**src/rtl/pacman_pkg.sv**
```systemverilog
// pacman_pkg -- shared encodings for the Pac-Man motion stage.
//   dir_t          : 3-bit direction code (bit 2 = move request, bits 1:0 = wall bit index)
//   TILE_SHIFT     : pixel -> tile shift (16 px tiles)
//   WALL_*         : bit positions inside adjacent_walls
//   motion_state_t : FSM state type with its state constants
package pacman_pkg;

    localparam int TILE_SHIFT = 4;

    typedef enum logic [2:0] {
        DIR_STOP  = 3'b000,
        DIR_UP    = 3'b100,
        DIR_RIGHT = 3'b101,
        DIR_DOWN  = 3'b110,
        DIR_LEFT  = 3'b111
    } dir_t;

    // The low two bits of a moving direction code double as its wall bit index.
    localparam logic [1:0] WALL_UP    = 2'd0;
    localparam logic [1:0] WALL_RIGHT = 2'd1;
    localparam logic [1:0] WALL_DOWN  = 2'd2;
    localparam logic [1:0] WALL_LEFT  = 2'd3;

    typedef logic [1:0] motion_state_t;
    localparam motion_state_t ST_INIT   = 2'd0;
    localparam motion_state_t ST_IDLE   = 2'd1;
    localparam motion_state_t ST_LOOKUP = 2'd2;
    localparam motion_state_t ST_DRAIN  = 2'd3;

    // Codes without bit 2 set (stop and the unused codes) never move.
    function automatic logic dir_moves(input logic [2:0] d);
        return d[2];
    endfunction

endpackage

```
**src/rtl/maze_neighbor_addr.sv**
```systemverilog
// maze_neighbor_addr -- combinational neighbour-tile address generator.
//   tile_x, tile_y : current tile coordinates
//   idx            : neighbour index 0 up, 1 right, 2 down, 3 left
//   addr           : {ny, nx} ROM address of the neighbour (always produced)
//   force_wall     : neighbour lies outside the maze; treat as wall, ignore ROM
// Optional macro PACMAN_TUNNEL_EN: horizontal edges wrap to the opposite
// column instead of being forced walls.
module maze_neighbor_addr
    import pacman_pkg::*;
#(
    parameter int MAZE_W = 28,
    parameter int MAZE_H = 31
) (
    input  logic [4:0] tile_x,
    input  logic [4:0] tile_y,
    input  logic [1:0] idx,
    output logic [9:0] addr,
    output logic       force_wall
);

    localparam logic [4:0] LAST_X = 5'(MAZE_W - 1);
    localparam logic [4:0] LAST_Y = 5'(MAZE_H - 1);

    logic [4:0] nx;
    logic [4:0] ny;

    always_comb begin
        nx         = tile_x;
        ny         = tile_y;
        force_wall = 1'b0;
        case (idx)
            WALL_UP: begin
                ny         = tile_y - 5'd1;
                force_wall = (tile_y == 5'd0);
            end
            WALL_RIGHT: begin
`ifdef PACMAN_TUNNEL_EN
                nx = (tile_x == LAST_X) ? 5'd0 : tile_x + 5'd1;
`else
                nx         = tile_x + 5'd1;
                force_wall = (tile_x == LAST_X);
`endif
            end
            WALL_DOWN: begin
                ny         = tile_y + 5'd1;
                force_wall = (tile_y == LAST_Y);
            end
            default: begin
`ifdef PACMAN_TUNNEL_EN
                nx = (tile_x == 5'd0) ? LAST_X : tile_x - 5'd1;
`else
                nx         = tile_x - 5'd1;
                force_wall = (tile_x == 5'd0);
`endif
            end
        endcase
        addr = {ny, nx};
    end

endmodule

```
**src/rtl/pacman_motion.sv**
```systemverilog
// pacman_motion -- advances Pac-Man one STEP per frame tick and refreshes the
// four neighbouring wall bits from the synchronous maze ROM whenever the
// position lands on a tile boundary.
//   Clk, Reset_n   : clock, asynchronous active-low reset
//   frame_tick     : one-cycle pulse per frame
//   direction      : 000 stop, 100 up, 101 right, 110 down, 111 left
//   wall_rd        : ROM read strobe (high for the 4 lookup cycles)
//   wall_addr      : {tile_y, tile_x} of the neighbour being read
//   wall_data      : ROM data, valid the cycle after wall_rd (1 = wall)
//   pacman_x/y     : pixel position
//   adjacent_walls : bit0 up, bit1 right, bit2 down, bit3 left (1 = blocked)
//   walls_valid    : adjacent_walls belongs to the current aligned tile
// Optional macro PACMAN_TUNNEL_EN: horizontal wrap-around at the maze edges.
module pacman_motion
    import pacman_pkg::*;
#(
    parameter logic [9:0] START_X = 10'd216,
    parameter logic [9:0] START_Y = 10'd368,
    parameter int          MAZE_W  = 28,
    parameter int          MAZE_H  = 31,
    parameter int          STEP    = 1
) (
    input  logic       Clk,
    input  logic       Reset_n,
    input  logic       frame_tick,
    input  logic [2:0] direction,
    output logic       wall_rd,
    output logic [9:0] wall_addr,
    input  logic       wall_data,
    output logic [9:0] pacman_x,
    output logic [9:0] pacman_y,
    output logic [3:0] adjacent_walls,
    output logic       walls_valid
);

    localparam logic [9:0] STEP_PX = 10'(STEP);
`ifdef PACMAN_TUNNEL_EN
    localparam logic [9:0] EDGE_X  = 10'((MAZE_W - 1) * 16);
`endif

    motion_state_t state;
    logic [1:0]    idx;
    logic [2:0]    shadow;   // walls for idx 0..2; idx 3 arrives in DRAIN
    logic          force_q;  // force_wall of the read whose data is arriving now
    logic          pending;

    logic [4:0] tile_x;
    logic [4:0] tile_y;
    logic [9:0] nbr_addr;
    logic       nbr_force;

    assign tile_x = 5'(pacman_x >> TILE_SHIFT);
    assign tile_y = 5'(pacman_y >> TILE_SHIFT);

    maze_neighbor_addr #(
        .MAZE_W (MAZE_W),
        .MAZE_H (MAZE_H)
    ) u_nbr (
        .tile_x     (tile_x),
        .tile_y     (tile_y),
        .idx        (idx),
        .addr       (nbr_addr),
        .force_wall (nbr_force)
    );

    assign wall_rd   = (state == ST_LOOKUP);
    assign wall_addr = wall_rd ? nbr_addr : 10'd0;

    // Move decision for the IDLE state.
    logic       tick_eff;
    logic       aligned;
    logic       blocked;
    logic [9:0] next_x;
    logic [9:0] next_y;
    logic       next_aligned;

    assign tick_eff = frame_tick | pending;
    assign aligned  = (pacman_x[3:0] == 4'd0) && (pacman_y[3:0] == 4'd0);
    // Off-grid positions never consult the wall bits: the walls only describe
    // the tile Pac-Man last aligned on.
    assign blocked  = !dir_moves(direction) ||
                      (aligned && adjacent_walls[direction[1:0]]);

    always_comb begin
        next_x = pacman_x;
        next_y = pacman_y;
        case (direction)
            DIR_UP:    next_y = pacman_y - STEP_PX;
            DIR_DOWN:  next_y = pacman_y + STEP_PX;
`ifdef PACMAN_TUNNEL_EN
            DIR_RIGHT: next_x = (pacman_x == EDGE_X) ? 10'd0 : pacman_x + STEP_PX;
            DIR_LEFT:  next_x = (pacman_x == 10'd0) ? EDGE_X : pacman_x - STEP_PX;
`else
            DIR_RIGHT: next_x = pacman_x + STEP_PX;
            DIR_LEFT:  next_x = pacman_x - STEP_PX;
`endif
            default: ;
        endcase
    end

    assign next_aligned = (next_x[3:0] == 4'd0) && (next_y[3:0] == 4'd0);

    always_ff @(posedge Clk or negedge Reset_n) begin
        if (!Reset_n) begin
            state          <= ST_INIT;
            idx            <= 2'd0;
            shadow         <= 3'd0;
            force_q        <= 1'b0;
            pending        <= 1'b0;
            pacman_x       <= START_X;
            pacman_y       <= START_Y;
            adjacent_walls <= 4'd0;
            walls_valid    <= 1'b0;
        end else begin
            case (state)
                ST_INIT: begin
                    pending <= pending | frame_tick;
                    idx     <= 2'd0;
                    state   <= ST_LOOKUP;
                end
                ST_IDLE: begin
                    pending <= 1'b0;
                    if (tick_eff && !blocked) begin
                        pacman_x <= next_x;
                        pacman_y <= next_y;
                        if (next_aligned) begin
                            walls_valid <= 1'b0;
                            idx         <= 2'd0;
                            state       <= ST_LOOKUP;
                        end
                    end
                end
                ST_LOOKUP: begin
                    pending <= pending | frame_tick;
                    force_q <= nbr_force;
                    // ROM answers one cycle late: this cycle carries idx-1.
                    if (idx != 2'd0)
                        shadow[idx - 2'd1] <= force_q | wall_data;
                    idx <= idx + 2'd1;
                    if (idx == 2'd3)
                        state <= ST_DRAIN;
                end
                default: begin // ST_DRAIN
                    pending        <= pending | frame_tick;
                    adjacent_walls <= {force_q | wall_data, shadow};
                    walls_valid    <= 1'b1;
                    state          <= ST_IDLE;
                end
            endcase
        end
    end

endmodule

```
**config.mk**
```make
export PLATFORM = sky130hd
export DESIGN_NAME = pacman_motion
export DESIGN_NICKNAME = d
export VERILOG_FILES = /design/src/rtl/pacman_pkg.sv /design/src/rtl/maze_neighbor_addr.sv /design/src/rtl/pacman_motion.sv
export SDC_FILE = /design/constraint.sdc
export NUM_CORES = 1
export LEC_CHECK = 0
export CORE_UTILIZATION = 54
export CTS_CLUSTER_DIAMETER = 200
export CTS_CLUSTER_SIZE = 16
export DETAILED_ROUTE_END_ITERATION = 10
export DONT_BUFFER_PORTS = 1
export HOLD_SLACK_MARGIN = 0.15
export PLACE_DENSITY = 0.69
export SLEW_MARGIN = 40
export SYNTH_ARGS = -nofsm -noshare
export SYNTH_HDL_FRONTEND = slang
export SYNTH_SLANG_ARGS = --single-unit
```
**constraint.sdc**
```tcl
create_clock -name Clk -period 6.86 [get_ports Clk]
set_input_delay 1.372 -clock Clk [delete_from_list [all_inputs] [get_ports Clk]]
set_output_delay 1.372 -clock Clk [all_outputs]
set_load 0.01 [all_outputs]
```
==> run_summary.xml <==
<?xml version="1.0" encoding="UTF-8"?>
<metrics>
  <group name="sta">
    <metric name="postLayoutSetupSlackWorst" unit="ps">2970</metric>
    <metric name="relSlewSlack" unit="%">63.4</metric>
    <metric name="finalSetupViolations" unit="">0</metric>
    <metric name="max_clock_freq" unit="GHz">0.257</metric>
    <metric name="tightest_slew" unit="ps">548</metric>
    <metric name="fin_worst_skew" unit="ps">6.38</metric>
    <metric name="final.setup.tns" unit="ps">0</metric>
    <metric name="final_max_slew_viols" unit="">0</metric>
    <metric name="grt_setup_unrepaired" unit="">false</metric>
    <metric name="final.hold.worst_slack" unit="ps">491</metric>
    <metric name="final_min_period_over_clock_period" unit="%">56.7</metric>
    <metric name="finalHoldViolations" unit="">0</metric>
    <metric name="period_minus_slack" unit="ps">3890</metric>
  </group>
  <group name="clock_tree">
    <metric name="cts.repair_timing.setup_buffer_count" unit="">0</metric>
    <metric name="numClockSinks" unit="">34</metric>
    <metric name="root_buffer" unit="">clkbuf_8</metric>
    <metric name="cts_buffers" unit="">5</metric>
    <metric name="post_cts.resized_instances" unit="">0</metric>
    <metric name="cts_tree" unit="">built</metric>
    <metric name="insertion_delay" unit="ps">270</metric>
    <metric name="cts_max_path_buffers" unit="">2</metric>
    <metric name="ctsHoldBuffers" unit="">0</metric>
    <metric name="ctsHtreeMaxLevel" unit="">2</metric>
    <metric name="cts.clk_slew.worst_paths" unit="ps">70</metric>
  </group>
  <group name="placement">
    <metric name="placed_area" unit="µm²">2800</metric>
    <metric name="port-buffer-count" unit="">0</metric>
    <metric name="pre_cts_slack" unit="ps">2940</metric>
    <metric name="placed_cells" unit="">353</metric>
    <metric name="post-dp-hpwl" unit="µm">4420</metric>
    <metric name="place_congestion" unit="">0.831</metric>
  </group>
  <group name="setup_path">
    <metric name="worst_r2r_endpoint" unit="">walls_valid$_DFFE_PN0P_</metric>
    <metric name="r2r_cells" unit="">7</metric>
    <metric name="worstSetupStartpointType" unit="">flop</metric>
    <metric name="timing_worst_setup_path_type" unit="">reg2out</metric>
    <metric name="timing.critical_path.arrival" unit="ps">2520</metric>
    <metric name="critical_path.endpoint_type" unit="">primary output</metric>
    <metric name="cp.required" unit="ps">5490</metric>
    <metric name="ff2ff_setup_slack" unit="ps">4270</metric>
    <metric name="reg_to_reg_critical_path_startpoint" unit="">pacman_x[0]$_DFFE_PN0P_</metric>
    <metric name="crit_path_max_incr_delay" unit="ps">460</metric>
    <metric name="worstPathCellList" unit="">inv_1, ha_1, inv_1, ha_1, a21o_1, a21oi_1, mux2i_1, xnor2_1, nor2_1</metric>
    <metric name="critPathMaxFanout" unit="">6</metric>
    <metric name="cpMaxStageDelayCell" unit="">dfrtp_1</metric>
  </group>
  <group name="floorplan">
    <metric name="die_w" unit="µm">73.2</metric>
    <metric name="design.portCount" unit="">43</metric>
    <metric name="die_area" unit="µm²">5350</metric>
    <metric name="initial_core_util" unit="%">57.2</metric>
    <metric name="core_region_area" unit="µm²">4790</metric>
    <metric name="rows" unit="">25</metric>
    <metric name="overall_die_height" unit="µm">73.2</metric>
  </group>
  <group name="final_layout">
    <metric name="fin_nets" unit="">333</metric>
    <metric name="area_delta_synth_final" unit="%">5.81</metric>
    <metric name="drive_gt1_share" unit="%">10.9</metric>
    <metric name="final_core_utilization" unit="%">60.5</metric>
    <metric name="stdcell_count" unit="">361</metric>
    <metric name="finish.instance_area" unit="µm²">2890</metric>
    <metric name="diodes" unit="">0</metric>
  </group>
  <group name="routing">
    <metric name="met2_length" unit="µm">2760</metric>
    <metric name="dr.max_layer_used" unit="">met4</metric>
    <metric name="drt-wirelength-per-cell" unit="µm">16.5</metric>
    <metric name="drt-initial-drc-count" unit="">111</metric>
    <metric name="detail_route.drc_violations" unit="">0</metric>
    <metric name="m1WireLength" unit="µm">2830</metric>
    <metric name="drt.antenna.violating_nets" unit="">0</metric>
    <metric name="drt_wl_total" unit="µm">5950</metric>
    <metric name="viasPerCell" unit="">5.94</metric>
    <metric name="drt-pass1-iter-count" unit="">4</metric>
    <metric name="met3_wirelength" unit="µm">296</metric>
    <metric name="routed-via-count" unit="">2145</metric>
  </group>
  <group name="yosys">
    <metric name="syn_area_per_cell" unit="µm²">9.43</metric>
    <metric name="netlist_top_cells_area" unit="">dfrtp_1, ha_1, dfstp_2, xnor2_1, mux2_2</metric>
    <metric name="synth-edff-count" unit="">0</metric>
    <metric name="synth_top_cell_by_area" unit="">dfrtp_1</metric>
    <metric name="synth.net_count" unit="">330</metric>
    <metric name="yosysWarnings" unit="">0</metric>
    <metric name="netlist-cell-type-count" unit="">49</metric>
    <metric name="synth-async-reset-ratio" unit="%">100</metric>
    <metric name="synth-seq-cells" unit="">34</metric>
    <metric name="ys_seq_area_share" unit="%">31.5</metric>
    <metric name="netlist_area" unit="µm²">2740</metric>
    <metric name="postSynth.topFlopCell" unit="">dfrtp_1</metric>
    <metric name="netlist_instances" unit="">290</metric>
    <metric name="netlist.area_leader.share" unit="%">23.8</metric>
  </group>
  <group name="hold_path">
    <metric name="worst_hold_start" unit="">force_q$_DFFE_PN0P_</metric>
    <metric name="worstHoldPathCells" unit="">2</metric>
    <metric name="whs_endpoint" unit="">force_q$_DFFE_PN0P_</metric>
    <metric name="timing.hold.worst.class" unit="">reg2reg</metric>
  </group>
  <group name="grt">
    <metric name="grt_max_degree" unit="">35</metric>
    <metric name="grt-ovfl-total" unit="">0</metric>
    <metric name="grt_pass1_wl" unit="µm">9800</metric>
    <metric name="antenna_found_initial" unit="">0</metric>
    <metric name="grtUsageTotal" unit="%">23.9</metric>
    <metric name="first_global_vias" unit="">2101</metric>
  </group>
  <group name="power_and_ir_drop">
    <metric name="cellPowerDensity" unit="nW/µm²">486</metric>
    <metric name="irDropWorstVdd" unit="mV">0.258</metric>
    <metric name="total_leakage_power" unit="nW">1.23</metric>
    <metric name="total_power" unit="mW">1.41</metric>
  </group>
  <group name="flow_run">
    <metric name="timing.max_cap.violations" unit="">0</metric>
  </group>
  <group name="run_status">
    <metric name="outcome" unit="">complete, no violations</metric>
  </group>
</metrics>
[logic make-up after synthesis]
logic type	Yosys count	synth area share (%)
XOR/XNOR	23	7.37
AO/OA/AOI/OAI	70	16.4
flip-flops	34	31.5
AND/OR/NAND/NOR	90	17.1
adder cells (fa/ha/maj)	33	16.2
buffers and inverters	17	2.42
multiplexers	23	9.10
[registers in the layout, summed over array words and instances, names as in the netlist]
name	flops
walls_valid	1
idx	2
state	2
pacman_y	10
adjacent_walls	4
shadow	3
pacman_x	10
force_q	1
pending	1
[how the worst max path moves through the flow]
stage | from | endpoint | cells after the start
after floorplan | direction[1] | walls_valid$_DFFE_PN0P_ | 8
after global placement | direction[2] | walls_valid$_DFFE_PN0P_ | 8
after detailed placement | direction[2] | walls_valid$_DFFE_PN0P_ | 8
after CTS | idx[1]$_DFFE_PN0P_ | wall_addr[4] | 10
after global routing | idx[1]$_DFFE_PN0P_ | wall_addr[4] | 10
final | idx[0]$_DFFE_PN0P_ | wall_addr[9] | 9
[layer usage]
layer | global-route usage [%] | up-vias
met2 | 38.2 | 44
met5 | 0 | -
li1 | - | 1067
met3 | 6.22 | 4
met4 | 8.28 | 0
met1 | 31.3 | 1030
[synth_stat cells, drive strengths merged, types with 4 or more instances]
cell type and n:
ha 29, nor2b 4, inv 13, a31oi 5
mux2i 8, fa 4, or4 5, xnor2 15
o21ai 16, dfrtp 26, nor3 9, dfstp 8
nor2 31, a211o 4, a211oi 4, a21oi 23
xor2 8, mux2 15, nand2 17, a21o 7
[power breakdown]
part | total, mW | internal, mW | switching [mW]
combinational | 0.787 | 0.367 | 0.420
sequential | 0.469 | 0.300 | 0.169
clock | 0.151 | 0.0819 | 0.0687
total | 1.41 | 0.748 | 0.658
[cell usage in the layout, fill, tap and decap left out, drive strengths merged, types with 2 or more instances in the layout]
cell type / n
a21oi: 23
nand4: 2
a21o: 7
or4: 5
nand4b: 3
nor2b: 4
dfstp: 8
inv: 13
xnor2: 15
a211o: 4
clkbuf: 8
nor2: 31
o21ai: 16
ha: 29
a211oi: 4
or3: 2
a31oi: 5
fa: 4
nor3: 9
mux2i: 8
nand3: 3
xor2: 8
dfrtp: 26
mux2: 15
and2: 2
and3: 3
nand2b: 3
o41ai: 3
nand2: 17
o31ai: 2
nor4b: 2
[final cells by class]
class / count / area [µm²]
fill: 431 / 1890
multi-input combinational: 239 / 1810
sequential: 34 / 861
clock buffer: 8 / 90.1
tap: 67 / 83.8
inverter: 13 / 48.8
[critical path, delay by kind of cell (launching register included)]
kind / cells / cell delay, ps
AOI/OAI and AO/OA: 2 / 330
xor gates and xnor gates: 1 / 80
adders and majority gates: 2 / 660
buffers and inverters: 2 / 310
DFF: 1 / 460
muxes: 1 / 230
and+or+nand+nor: 1 / 180
Note: power is estimated with default switching activity, not from simulation.
